<file path="config.mk">
export PLATFORM = sky130hd
export DESIGN_NAME = tx_fsm
export DESIGN_NICKNAME = d
export VERILOG_FILES = /design/src/rtl/usb_pkg.sv /design/src/rtl/usb_crc16.sv /design/src/rtl/tx_fsm.sv
export SDC_FILE = /design/constraint.sdc
export NUM_CORES = 1
export LEC_CHECK = 0
export BUFFER_PORTS_ARGS = -buffer_cell sky130_fd_sc_hd__buf_4
export CAP_MARGIN = 20
export CORE_ASPECT_RATIO = 1.2
export CORE_MARGIN = 8
export CORE_UTILIZATION = 50
export DETAILED_ROUTE_END_ITERATION = 12
export PLACE_DENSITY = 0.75
export SLEW_MARGIN = 25
export SYNTH_ARGS = -nofsm -noshare
export SYNTH_HDL_FRONTEND = slang
export SYNTH_SLANG_ARGS = --single-unit
export TNS_END_PERCENT = 100
</file>
<file path="constraint.sdc">
create_clock -name clk -period 2.1 [get_ports clk]
set_input_delay 0.105 -clock clk [delete_from_list [all_inputs] [get_ports clk]]
set_output_delay 0.105 -clock clk [all_outputs]
set_load 0.02 [all_outputs]
</file>
<file path="src/rtl/usb_pkg.sv">
// Shared USB definitions: wire PID codes, framing constants and the byte-wise CRC16 step.
package usb_pkg;

  typedef enum logic [3:0] {
    PID_OUT   = 4'b0001,
    PID_IN    = 4'b1001,
    PID_SOF   = 4'b0101,
    PID_SETUP = 4'b1101,
    PID_DATA0 = 4'b0011,
    PID_DATA1 = 4'b1011,
    PID_ACK   = 4'b0010,
    PID_NAK   = 4'b1010,
    PID_STALL = 4'b1110
  } pid_t;

  localparam logic [7:0]  SYNC_BYTE    = 8'h80;
  localparam logic [15:0] CRC16_INIT   = 16'hFFFF;
  localparam logic [15:0] CRC16_POLY_R = 16'hA001;

  // Reflected CRC16 update, data byte consumed LSB first.
  function automatic logic [15:0] crc16_byte(input logic [15:0] crc, input logic [7:0] data);
    logic [15:0] c;
    c = crc ^ {8'h00, data};
    for (int i = 0; i < 8; i++)
      c = c[0] ? ((c >> 1) ^ CRC16_POLY_R) : (c >> 1);
    return c;
  endfunction

  function automatic logic is_data_pid(input logic [3:0] p);
    return (p == PID_DATA0) || (p == PID_DATA1);
  endfunction

  function automatic logic is_hs_pid(input logic [3:0] p);
    return (p == PID_ACK) || (p == PID_NAK) || (p == PID_STALL);
  endfunction

endpackage

</file>
<file path="src/rtl/usb_crc16.sv">
// USB CRC16 residue register; one byte per enabled cycle, shared by the tx and rx paths.
module usb_crc16
  import usb_pkg::*;
(
  input  logic        clk,
  input  logic        rst,
  input  logic        clear,
  input  logic        en,
  input  logic [7:0]  data,
  output logic [15:0] crc
);

  always_ff @(posedge clk) begin
    if (rst || clear) crc <= CRC16_INIT;
    else if (en)      crc <= crc16_byte(crc, data);
  end

endmodule

</file>
<file path="src/rtl/tx_fsm.sv">
// Device-side USB transmit sequencer: SYNC, PID, optional payload + CRC16, then EOP request.
module tx_fsm
  import usb_pkg::*;
#(
  parameter int MAX_PKT = 64,
  parameter int CNT_W   = 10
) (
  input  logic       clk,
  input  logic       RST,
  input  logic       start,
  input  logic [3:0] pid,
  input  logic [7:0] data_in,
  input  logic       data_valid,
  input  logic       data_last,
  output logic       data_ready,
  output logic [7:0] tx_byte,
  output logic       tx_valid,
  input  logic       tx_ready,
  output logic       tx_eop,
  input  logic       eop_done,
  output logic       busy,
  output logic       packet_done,
  output logic       pid_err,
  output logic       abort,
  output logic       len_err
);

  typedef enum logic [2:0] {
    S_IDLE, S_SYNC, S_PID, S_DATA, S_CRC_LO, S_CRC_HI, S_EOP
  } tx_state_t;

  tx_state_t        state, nxt;
  logic [3:0]       pid_q;
  logic [CNT_W-1:0] cnt;
  logic [15:0]      crc;
  logic             aborted;
  logic             take, pid_bad, crc_clr, crc_en, cnt_clr, cnt_inc;
  logic             abort_set, len_set, done_set;

  usb_crc16 u_crc (
    .clk   (clk),
    .rst   (RST),
    .clear (crc_clr),
    .en    (crc_en),
    .data  (data_in),
    .crc   (crc)
  );

  always_ff @(posedge clk) begin
    if (RST) begin
      state       <= S_IDLE;
      pid_q       <= '0;
      cnt         <= '0;
      aborted     <= 1'b0;
      packet_done <= 1'b0;
      pid_err     <= 1'b0;
      abort       <= 1'b0;
      len_err     <= 1'b0;
    end else begin
      state       <= nxt;
      packet_done <= done_set;
      pid_err     <= pid_bad;
      abort       <= abort_set;
      len_err     <= len_set;
      if (take) pid_q <= pid;
      if (cnt_clr)      cnt <= '0;
      else if (cnt_inc) cnt <= cnt + CNT_W'(1);
      if (state == S_IDLE) aborted <= 1'b0;
      else if (abort_set)  aborted <= 1'b1;
    end
  end

  always_comb begin
    nxt        = state;
    tx_byte    = 8'h00;
    tx_valid   = 1'b0;
    tx_eop     = 1'b0;
    data_ready = 1'b0;
    take       = 1'b0;
    pid_bad    = 1'b0;
    crc_clr    = 1'b0;
    crc_en     = 1'b0;
    cnt_clr    = 1'b0;
    cnt_inc    = 1'b0;
    abort_set  = 1'b0;
    len_set    = 1'b0;
    done_set   = 1'b0;
    case (state)
      S_IDLE: if (start) begin
        if (is_data_pid(pid) || is_hs_pid(pid)) begin
          take = 1'b1;
          nxt  = S_SYNC;
        end else pid_bad = 1'b1;
      end
      S_SYNC: begin
        tx_valid = 1'b1;
        tx_byte  = SYNC_BYTE;
        if (tx_ready) nxt = S_PID;
      end
      S_PID: begin
        tx_valid = 1'b1;
        tx_byte  = {~pid_q, pid_q};
        if (tx_ready) begin
          if (is_data_pid(pid_q)) begin
            crc_clr = 1'b1;
            cnt_clr = 1'b1;
            nxt     = S_DATA;
          end else nxt = S_EOP;
        end
      end
      S_DATA: begin
        tx_valid   = data_valid;
        tx_byte    = data_valid ? data_in : 8'h00;
        data_ready = tx_ready;
        if (data_valid && tx_ready) begin
          crc_en  = 1'b1;
          cnt_inc = 1'b1;
          if (data_last) nxt = S_CRC_LO;
          else if (cnt == CNT_W'(MAX_PKT - 1)) begin
            // Oversize payload is cut at MAX_PKT and still closed with a valid CRC.
            len_set = 1'b1;
            nxt     = S_CRC_LO;
          end
        end else if (!data_valid && data_last) nxt = S_CRC_LO;
        else if (!data_valid && tx_ready) begin
          abort_set = 1'b1;
          nxt       = S_EOP;
        end
      end
      S_CRC_LO: begin
        tx_valid = 1'b1;
        tx_byte  = ~crc[7:0];
        if (tx_ready) nxt = S_CRC_HI;
      end
      S_CRC_HI: begin
        tx_valid = 1'b1;
        tx_byte  = ~crc[15:8];
        if (tx_ready) nxt = S_EOP;
      end
      S_EOP: begin
        tx_eop = 1'b1;
        if (eop_done) begin
          done_set = !aborted;
          nxt      = S_IDLE;
        end
      end
      default: nxt = S_IDLE;
    endcase
  end

  assign busy = (state != S_IDLE);

endmodule

</file>
## After elaboration in Yosys (flattened, before gate mapping)

Cells that the tools add are included.
W data, S select, Z words.

| storage, ports and cells | value |
|---|---|
| latch bits | 0 |
| flip-flop bits (word level) | 38 |
| logic and storage cells | 112 |
| RAM bits | 0 |
| output and inout bits | 16 |
| memories | 0 |
| memory bits (read-only) | 0 |

| cells by class | value |
|---|---|
| multiplexer cells | 41 |
| reductions and logical operators | 20 |
| eq/ne operators | 23 |
| add/sub/neg operators | 1 |
| magnitude comparators | 0 |
| $mul | 0 |
| bitwise gates (word level) | 18 |
| shifts and indexed selects | 0 |
| div/mod/pow operators | 0 |

Operator list:

| operator | count |
|---|---|
| $mux W16 | 8 |
| $pmux W8 S5 | 1 |
| $mux W3 | 13 |
| $not A2 Y3 | 8 |
| $pmux W3 S7 | 1 |
| $eq A4 B4 Y1 const B | 4 |
| $mux W1 | 16 |
| $not A8 Y8 | 2 |
| $xor A16 B8 Y16 | 1 |
| $eq A4 B2 Y1 const B | 3 |
| $ne A2 B2 Y1 const B | 6 |
| $add A10 B1 Y10 const B | 1 |
| $eq A10 B6 Y1 const B | 1 |
| $eq A3 B3 Y1 const B | 3 |
| $reduce_and A9 Y1 | 1 |
| $mux W8 | 1 |
| $ne A4 B4 Y1 const B | 2 |
| $reduce_or A4 Y1 | 2 |
| $eq A3 B2 Y1 const B | 2 |
| $logic_or A1 B1 Y1 | 6 |
| $not A1 Y1 | 6 |
| $reduce_or A3 Y1 | 2 |
| $not A4 Y4 | 1 |
| $reduce_or A2 Y1 | 2 |
| other kinds (7) | 10 |

## Longest topological paths before layout

Gate-level depths: netlist of run 1.

| depth | value |
|---|---|
| word-level depth | 17 |
| gate-level depth with buffers | 7 |
| mapped depth without buffers | 6 |

## Modules after synthesis

From an unflattened synthesis of run 1, not the netlist that was laid out.

| second synthesis, totals | value |
|---|---|
| cell total of the unflattened synthesis | 243 |
| area, all modules | 2149.6 µm² |

By module, submodules not included:

| module | times used | area each (µm²) | cells each | sequential area each (µm²) |
|---|---|---|---|---|
| tx_fsm | 1 | 1352.5 | 161 | 440.4 |
| usb_crc16 | 1 | 797.0 | 82 | 320.3 |

## Worst setup path after synthesis of run 1

Ideal clock, no wire load.

| path | value |
|---|---|
| path kind | register to register |
| start | reg state[2] |
| end | reg state[1] |
| arrival time | 2.045 ns |
| period minus slack after synthesis | 2.115 ns |
| cell stages (with the launch flop) | 7 |
| slack | -0.015 ns |
| path buffers | 1 |
| cell sequence | dfxtp_1 or4b_1 a211o_1 buf_6 a32o_1 or4_1 a21oi_1 |

| on the way | value |
|---|---|
| longest elaborated chain between the ends | 3 |

RTL lines:

| what | line | source |
|---|---|---|
| start: declaration | tx_fsm.sv:32 | `tx_state_t state, nxt;` |
| start signal: assignment | tx_fsm.sv:60 | `state <= nxt;` |
| $eq A3 B2 Y1 (tied with other cells) | tx_fsm.sv:88 | `case (state)` |
| $ne A4 B4 Y1 (no source line) (tied with other cells) | n/a |  |
| $reduce_and A9 Y1 (no source line) | n/a |  |

Parallel ways exist; a longest one is shown, timed or not.
A chain may end at the register's enable or synchronous reset.

## Final worst setup path of run 1

| path | value |
|---|---|
| start | reg u_crc.crc[2] |
| end | reg u_crc.crc[14] |

| on the way | value |
|---|---|
| longest elaborated chain between the ends | 10 |

RTL lines:

| what | line | source |
|---|---|---|
| start: declaration | usb_crc16.sv:10 | `output logic [15:0] crc` |
| start signal: assignment | usb_crc16.sv:15 | `else if (en) crc <= crc16_byte(crc, data);` |
| $xor A16 B8 Y16 * | usb_pkg.sv:23 | `c = crc ^ {8'h00, data};` |
| $mux W16 * | usb_pkg.sv:25 | `c = c[0] ? ((c >> 1) ^ CRC16_POLY_R) : (c >> 1);` |
| $not A2 Y3 (no source line) | n/a |  |
| $mux W16 * (7 in series) | usb_pkg.sv:25 |  |

Every way passes the cells marked *; elsewhere a longest branch is shown, timed or not.

==> results of run 1 <==
## cell usage in the layout (no fill, tap or decap), types with 4 or more instances in the layout
| master | count |
|---|---|
| sky130_fd_sc_hd__and3_1 | 6 |
| sky130_fd_sc_hd__nand4_1 | 5 |
| sky130_fd_sc_hd__nand2_1 | 27 |
| sky130_fd_sc_hd__a222oi_1 | 5 |
| sky130_fd_sc_hd__xnor2_1 | 20 |
| sky130_fd_sc_hd__a21oi_1 | 14 |
| sky130_fd_sc_hd__o21ai_0 | 8 |
| sky130_fd_sc_hd__dfxtp_1 | 36 |
| sky130_fd_sc_hd__clkbuf_8 | 5 |
| sky130_fd_sc_hd__inv_1 | 8 |
| sky130_fd_sc_hd__nor3_1 | 4 |
| sky130_fd_sc_hd__xor2_1 | 8 |
| sky130_fd_sc_hd__nand3_1 | 9 |
| sky130_fd_sc_hd__o211ai_1 | 8 |
| sky130_fd_sc_hd__mux2i_1 | 8 |
| sky130_fd_sc_hd__nor2_1 | 26 |
| sky130_fd_sc_hd__buf_4 | 51 |
## cell usage after synthesis, types with 2 or more instances
cell	number
sky130_fd_sc_hd__nor2_1	26
sky130_fd_sc_hd__nor3_1	5
sky130_fd_sc_hd__ha_1	3
sky130_fd_sc_hd__nor4b_1	2
sky130_fd_sc_hd__mux2i_1	8
sky130_fd_sc_hd__clkbuf_1	13
sky130_fd_sc_hd__o22ai_1	2
sky130_fd_sc_hd__and3_1	6
sky130_fd_sc_hd__or4_1	2
sky130_fd_sc_hd__nand3_1	9
sky130_fd_sc_hd__nand4_1	5
sky130_fd_sc_hd__xnor2_1	21
sky130_fd_sc_hd__nand2_1	27
sky130_fd_sc_hd__a222oi_1	5
sky130_fd_sc_hd__nor2b_1	2
sky130_fd_sc_hd__a211oi_1	3
sky130_fd_sc_hd__dfxtp_1	38
sky130_fd_sc_hd__o21ai_0	8
sky130_fd_sc_hd__mux2_2	3
sky130_fd_sc_hd__nor4_1	3
sky130_fd_sc_hd__o211ai_1	8
sky130_fd_sc_hd__nand3b_1	2
sky130_fd_sc_hd__xor2_1	8
sky130_fd_sc_hd__inv_1	8
sky130_fd_sc_hd__a21oi_1	14
## routing by layer
metal	vias up	track usage	wire, um
met5	-	0	0
met4	0	0.0821	122
met3	12	0.0553	426
met2	74	0.262	2550
met1	908	0.201	2310
li1	981	-	-
## state kept, by name, summed over array words and instances, names as in the netlist
register / count
u_crc.crc: 16
state: 3
aborted: 1
len_err: 1
cnt: 10
pid_err: 1
pid_q: 4
packet_done: 1
abort: 1
## through the flow
stage          setup WS, ns  cell area, sq um
6_report             0.0635              2630
5_1_grt              0.0138              2630
4_1_cts              0.0297              2560
3_5_place_dp         0.0415              2450
3_3_place_gp          0.122              2450
2_1_floorplan        0.0296              2100
## final cells by class
type | count | area (sq um) | share of cell area
Timing Repair Buffer | 52 | 394 | 0.150
Multi-Input combinational cell | 189 | 1250 | 0.477
Tap cell | 56 | 70.1 | 0.0267
Clock buffer | 5 | 68.8 | 0.0262
Clock inverter | 3 | 40.0 | 0.0152
Inverter | 9 | 37.5 | 0.0143
Sequential cell | 38 | 763 | 0.290
## worst max-delay path by stage
stage	startpoint	endpoint	slack [ns]
detailed placement	u_crc.crc[0]	u_crc.crc[14]	0.04
finish	u_crc.crc[2]	u_crc.crc[14]	0.06
CTS	state[1]	tx_byte[7]	0.03
global route	state[1]	tx_byte[7]	0.01
global placement	state[1]	state[1]	0.12
floorplan	state[1]	state[1]	0.03
## where the power goes
| group | leakage (nW) | internal (W) | switching [W] | total [W] |
|---|---|---|---|---|
| logic | 0.776 | 0.000130 | 0.000142 | 0.000272 |
| registers | 0.308 | 0.000729 | 0.00000883 | 0.000738 |
| clock network | 0.0579 | 0.000350 | 0.000259 | 0.000609 |
## cell families after synthesis
logic type / synth area share
DFF: 0.363
adders and majority gates: 0.0179
buffers and inverters: 0.0472
xor gates and xnor gates: 0.132
and+or+nand+nor: 0.225
AOI/OAI and AO/OA: 0.160
muxes: 0.0544
## timing repair
item | 4_1_cts | 5_1_grt
resized for setup | 1 | 7
pin swaps | 0 | 5
setup endpoints to repair | 1 | 10
buffers inserted | 0 | 5
endpoints found under the hold margin | 0 | 0
## worst reg2reg max path: stages, from the launching register on
cell and delay, ns:
sky130_fd_sc_hd__dfxtp_1 0.33, sky130_fd_sc_hd__xnor2_1 0.35, sky130_fd_sc_hd__xnor2_1 0.23, sky130_fd_sc_hd__xnor3_1 0.39, sky130_fd_sc_hd__or4_1 0.49, sky130_fd_sc_hd__o311a_1 0.14
==> reports/results.tsv, run 1 <==
metric	value	unit
row count	26	
max-cap check violation count	0	
max-slew headroom at the worst pin	0.462	
slew at the pin closest to its max-slew limit	0.804	ns
clock transition at the registers of the reported paths	0.08	ns
Critical Path Start Type	flip-flop	
kind of path behind the tightest hold check	in -> reg	
share of Yosys cell area claimed by the top area cell type	0.363	
Synth area leader	sky130_fd_sc_hd__dfxtp_1	
Layout Cells excl Fill	352	
via count of the first global-routing pass	1818	
Max Transition Viols Final	0	
first-pass GRT wire length	8500	um
net total in the final layout	317	
top fanout value on the critical path	3	
clock skew after layout	0.00689	ns
most instantiated flip-flop cell in the synthesis netlist	sky130_fd_sc_hd__dfxtp_1	
total number of clock tree sinks	38	
reg-to-reg slack, setup	0.06	ns
Layout Utilization	0.636	
Final Hold Fails	0	
final clock period utilization by the worst path	0.970	
share of post-route cells with drive strength above 1	0.247	
worst hold path endpoint	len_err	
Die Wd	75.1	um
Remaining Overflow, GRT	0	
outcome	finished, final reports clean	
chain of cells forming the critical path	xnor2_1 -> xnor2_1 -> xnor3_1 -> or4_1 -> o311a_1	
number of DRC violations after detailed-routing iteration 0	162	
peak ir drop on the vdd network	0.000440	V
routed len/inst	15.4	um
antenna violations before repair	0	
origin of the worst min-delay path	data_last	
core area	0.00413	sq mm
final setup TNS	0	ns
required time at the endpoint of the critical path	2.28	ns
first drt pass iteration count	4	
Critical Path Max Stage Delay	0.49	ns
Syn. warnings	0	
source-to-sink clock delay at the later pin of the worst-skew pair	0.29	ns
maximum frequency from static timing analysis	491	MHz
dominant cells by area after synthesis	sky130_fd_sc_hd__dfxtp_1, sky130_fd_sc_hd__xnor2_1, sky130_fd_sc_hd__nand2_1	
fraction of the yosys area taken by sequential cells	0.363	
Crit Reg-Reg Startpoint	u_crc.crc[2]	
Top Ports	35	
quantity of I/O buffers inserted on ports	34	
Starting Density	0.507	
largest net degree at the start of global routing	22	
Max Root-Sink Buffers	2	
worst hold-check slack	0.0162	ns
power density relative to cell area	616	mW/mm^2
average size of a mapped cell	8.34	sq um
post-layout total power	0.00162	W
instance count along the most critical hold path	2	
die span in y	86.9	um
cell with the most instances on the worst path	sky130_fd_sc_hd__xnor2_1	
RSZ-0062 raised after global routing	false	
number of enable flip-flop cells after synthesis	0	
layout filler cell count	385	
delay-heaviest family, CP	XOR/XNOR gates	
final wirelength	5410	um
Vias/cell	5.61	
# H-tree levels	2	
signal arrival time at the worst endpoint	2.21	ns
post-synthesis net count	273	
global placer's final weighted congestion	0.877	
HPWL after detailed placement	3910	um
Register-to-Register Path Depth	5	
TritonCTS clock tree	done	
RR Endpoint	u_crc.crc[14]	
Period minus WS final	2.04	ns
n_diodes	0	
number of buffers inserted during clock tree synthesis	5	
Critical path buffers and inverters	0	
Seq cells post-synth	38	
global routing usage summed across all routing layers	0.169	
Worst path depth	5	
area of the die	0.00652	sq mm
Pleak	1.14	nW
number of cells after detailed placement	339	
Yosys cell types	45	
total DRC errors in the routed layout	0	
quantity of hold-fixing buffers added after cts	0	
growth of design area from synthesis to finish	25.4	%
kind of critical path	reg -> reg	
cell with the biggest individual delay on the critical path	sky130_fd_sc_hd__or4_1	
netlist area before placement	0.00209	sq mm
gate count after technology mapping	251	
antenna-violating nets left	0	
via total after detailed routing	1975	
Final Setup Violations	0	
cell at the root of the clock tree	sky130_fd_sc_hd__clkbuf_8	
crit path capture type	flip-flop	
Synth async-reset ratio	0	
Note: power is estimated with default switching activity, not from simulation.
==> run 2: changes to the inputs <==
--- a/config.mk
+++ b/config.mk
@@ -11,6 +11,7 @@
 export CORE_MARGIN = 8
 export CORE_UTILIZATION = 50
 export DETAILED_ROUTE_END_ITERATION = 12
+export GPL_ROUTABILITY_DRIVEN = 0
 export PLACE_DENSITY = 0.75
 export SLEW_MARGIN = 25
 export SYNTH_ARGS = -nofsm -noshare
==> constraint.sdc (replaced) <==
create_clock -name clk -period 1.7 [get_ports clk]
set_input_delay 0.085 -clock clk [delete_from_list [all_inputs] [get_ports clk]]
set_output_delay 0.085 -clock clk [all_outputs]
set_load 0.02 [all_outputs]
==> reports/results.tsv, run 2 (synthesis gave the netlist of run 1 again) <==
metric	value	unit
outcome	finished with violations	
quantity of I/O buffers inserted on ports	34	
worst hold path endpoint	pid_q[0]	
top library cells by usage in the layout, fill and taps aside	sky130_fd_sc_hd__buf_4, sky130_fd_sc_hd__dfxtp_1, sky130_fd_sc_hd__nand2_1	
global routing usage summed across all routing layers	0.191	
flip-flop count of the largest register after layout	16	
Register-to-Register Path Depth	5	
HPWL after detailed placement	4160	um
max-slew headroom at the worst pin	0.728	
kind of path behind the tightest hold check	in -> reg	
instance count along the most critical hold path	3	
switching portion of total power	0.262	
slew at the pin closest to its max-slew limit	0.407	ns
final wirelength	6060	um
total number of clock tree sinks	38	
Final Setup Violations	13	
pre-CTS setup slack	-0.222	ns
share of post-route cells with drive strength above 1	0.380	
core area	0.00413	sq mm
number of DRC violations after detailed-routing iteration 0	211	
maximum frequency from static timing analysis	503	MHz
post-layout worst setup margin	-0.286	ns
Remaining Overflow, GRT	0	
final setup TNS	-1.73	ns
net total in the final layout	350	
number of buffers inserted during clock tree synthesis	5	
clock skew after layout	0.00274	ns
die span in y	86.9	um
via count of the first global-routing pass	2066	
first-pass GRT wire length	9620	um
source-to-sink clock delay at the later pin of the worst-skew pair	0.29	ns
Max Transition Viols Final	0	
Critical path buffers and inverters	0	
largest registers	u_crc.crc (16), cnt (10), pid_q (4)	
Vias/cell	5.56	
first drt pass iteration count	4	
total DRC errors in the routed layout	0	
routed len/inst	15.7	um
area of the die	0.00652	sq mm
cell with the biggest individual delay on the critical path	sky130_fd_sc_hd__or4b_4	
leading cell type in the layout, fill and taps excluded	sky130_fd_sc_hd__buf_4	
Die Wd	75.1	um
Top Ports	35	
Critical Path Max Stage Delay	0.53	ns
largest net degree at the start of global routing	28	
antenna-violating nets left	0	
reg-to-reg slack, setup	-0.29	ns
cell at the root of the clock tree	sky130_fd_sc_hd__clkbuf_8	
n_diodes	0	
Seq pwr share	0.438	
crit path capture type	flip-flop	
violations in the final reports	negative setup slack	
Switching Power	0.000544	W
Pleak	1.38	nW
required time at the endpoint of the critical path	1.94	ns
via total after detailed routing	2141	
signal arrival time at the worst endpoint	2.22	ns
delay-heaviest family, CP	simple AND/OR/NAND/NOR gates	
post-layout total power	0.00208	W
Critical Path Start Type	flip-flop	
combinational share of power	0.209	
final clock period utilization by the worst path	1.17	
Starting Density	0.507	
peak ir drop on the vdd network	0.000578	V
design internal power	0.00153	W
row count	26	
RR Endpoint	state[1]	
clock network power share	0.353	
top register by number of flip-flops	u_crc.crc	
chain of cells forming the critical path	or4b_4 -> a211o_1 -> a32o_2 -> or4_4 -> a21oi_2	
Period minus WS final	1.99	ns
RSZ-0062 raised after global routing	true	
TritonCTS clock tree	done	
Max Root-Sink Buffers	2	
growth of design area from synthesis to finish	46.1	%
# H-tree levels	2	
Crit Reg-Reg Startpoint	state[0]	
power density relative to cell area	680	mW/mm^2
max-cap check violation count	0	
clock transition at the registers of the reported paths	0.07	ns
top fanout value on the critical path	2	
layout filler cell count	301	
Final Hold Fails	0	
origin of the worst min-delay path	pid[0]	
kind of critical path	reg -> reg	
antenna violations before repair	0	
[run 2: cell type report]
type,count,area [sq um],area share
repair buffers,85,704,0.230
flip-flops and latches,38,767,0.251
multi-input cells,189,1370,0.449
inverters,9,35.0,0.0115
well taps,56,70.1,0.0229
clock buffers,8,110,0.0360
[run 2: routing by layer]
metal  track usage  share of wire
met4        0.0929          0.026
met1         0.228           0.40
met5             0              0
met3        0.0438          0.065
met2         0.308           0.51
[run 2: worst max-delay path by stage]
stage / startpoint / endpoint / slack, ns / cells after the start
floorplan: state[0] / state[1] / -0.30 / 6
global placement: state[0] / state[1] / -0.21 / 5
detailed placement: state[0] / state[1] / -0.22 / 5
CTS: state[0] / state[1] / -0.25 / 5
global route: state[0] / state[1] / -0.30 / 5
finish: state[0] / state[1] / -0.29 / 5
[run 2: metrics by stage]
stage / area [sq um] / cells / hold WS (ns) / util
after floorplan: 2130 / 251 / 0.163 / -
after global placement: 2700 / 367 / 0.305 / 0.654
after detailed placement: 2700 / 367 / 0.309 / 0.654
after CTS: 2970 / 383 / 0.0154 / 0.719
after global routing: 3060 / 385 / 0.0365 / 0.740
final: 3060 / 385 / 0.0327 / 0.740
[run 2: repair_timing]
item                       CTS  global route
buffers inserted             7             2
pin swaps                    6            11
hold endpoints to repair     2             0
setup endpoints to repair   14            21
gates resized for setup     20            18
hold buffers                 1             0
[run 2: worst reg2reg max path, stage by stage, from the launching register on]
cell and delay (ns):
sky130_fd_sc_hd__dfxtp_2 0.34, sky130_fd_sc_hd__or4b_4 0.53, sky130_fd_sc_hd__a211o_1 0.26, sky130_fd_sc_hd__a32o_2 0.25, sky130_fd_sc_hd__or4_4 0.42, sky130_fd_sc_hd__a21oi_2 0.12
[run 2: power groups by stage]
stage                     combinational [W]  clock (W)  sequential [W]
after floorplan                    0.000198          0        0.000930
after global routing               0.000464   0.000788        0.000912
final                              0.000435   0.000733        0.000911
after detailed placement           0.000362          0        0.000929
after global placement             0.000358          0        0.000928
after CTS                          0.000405   0.000748        0.000909
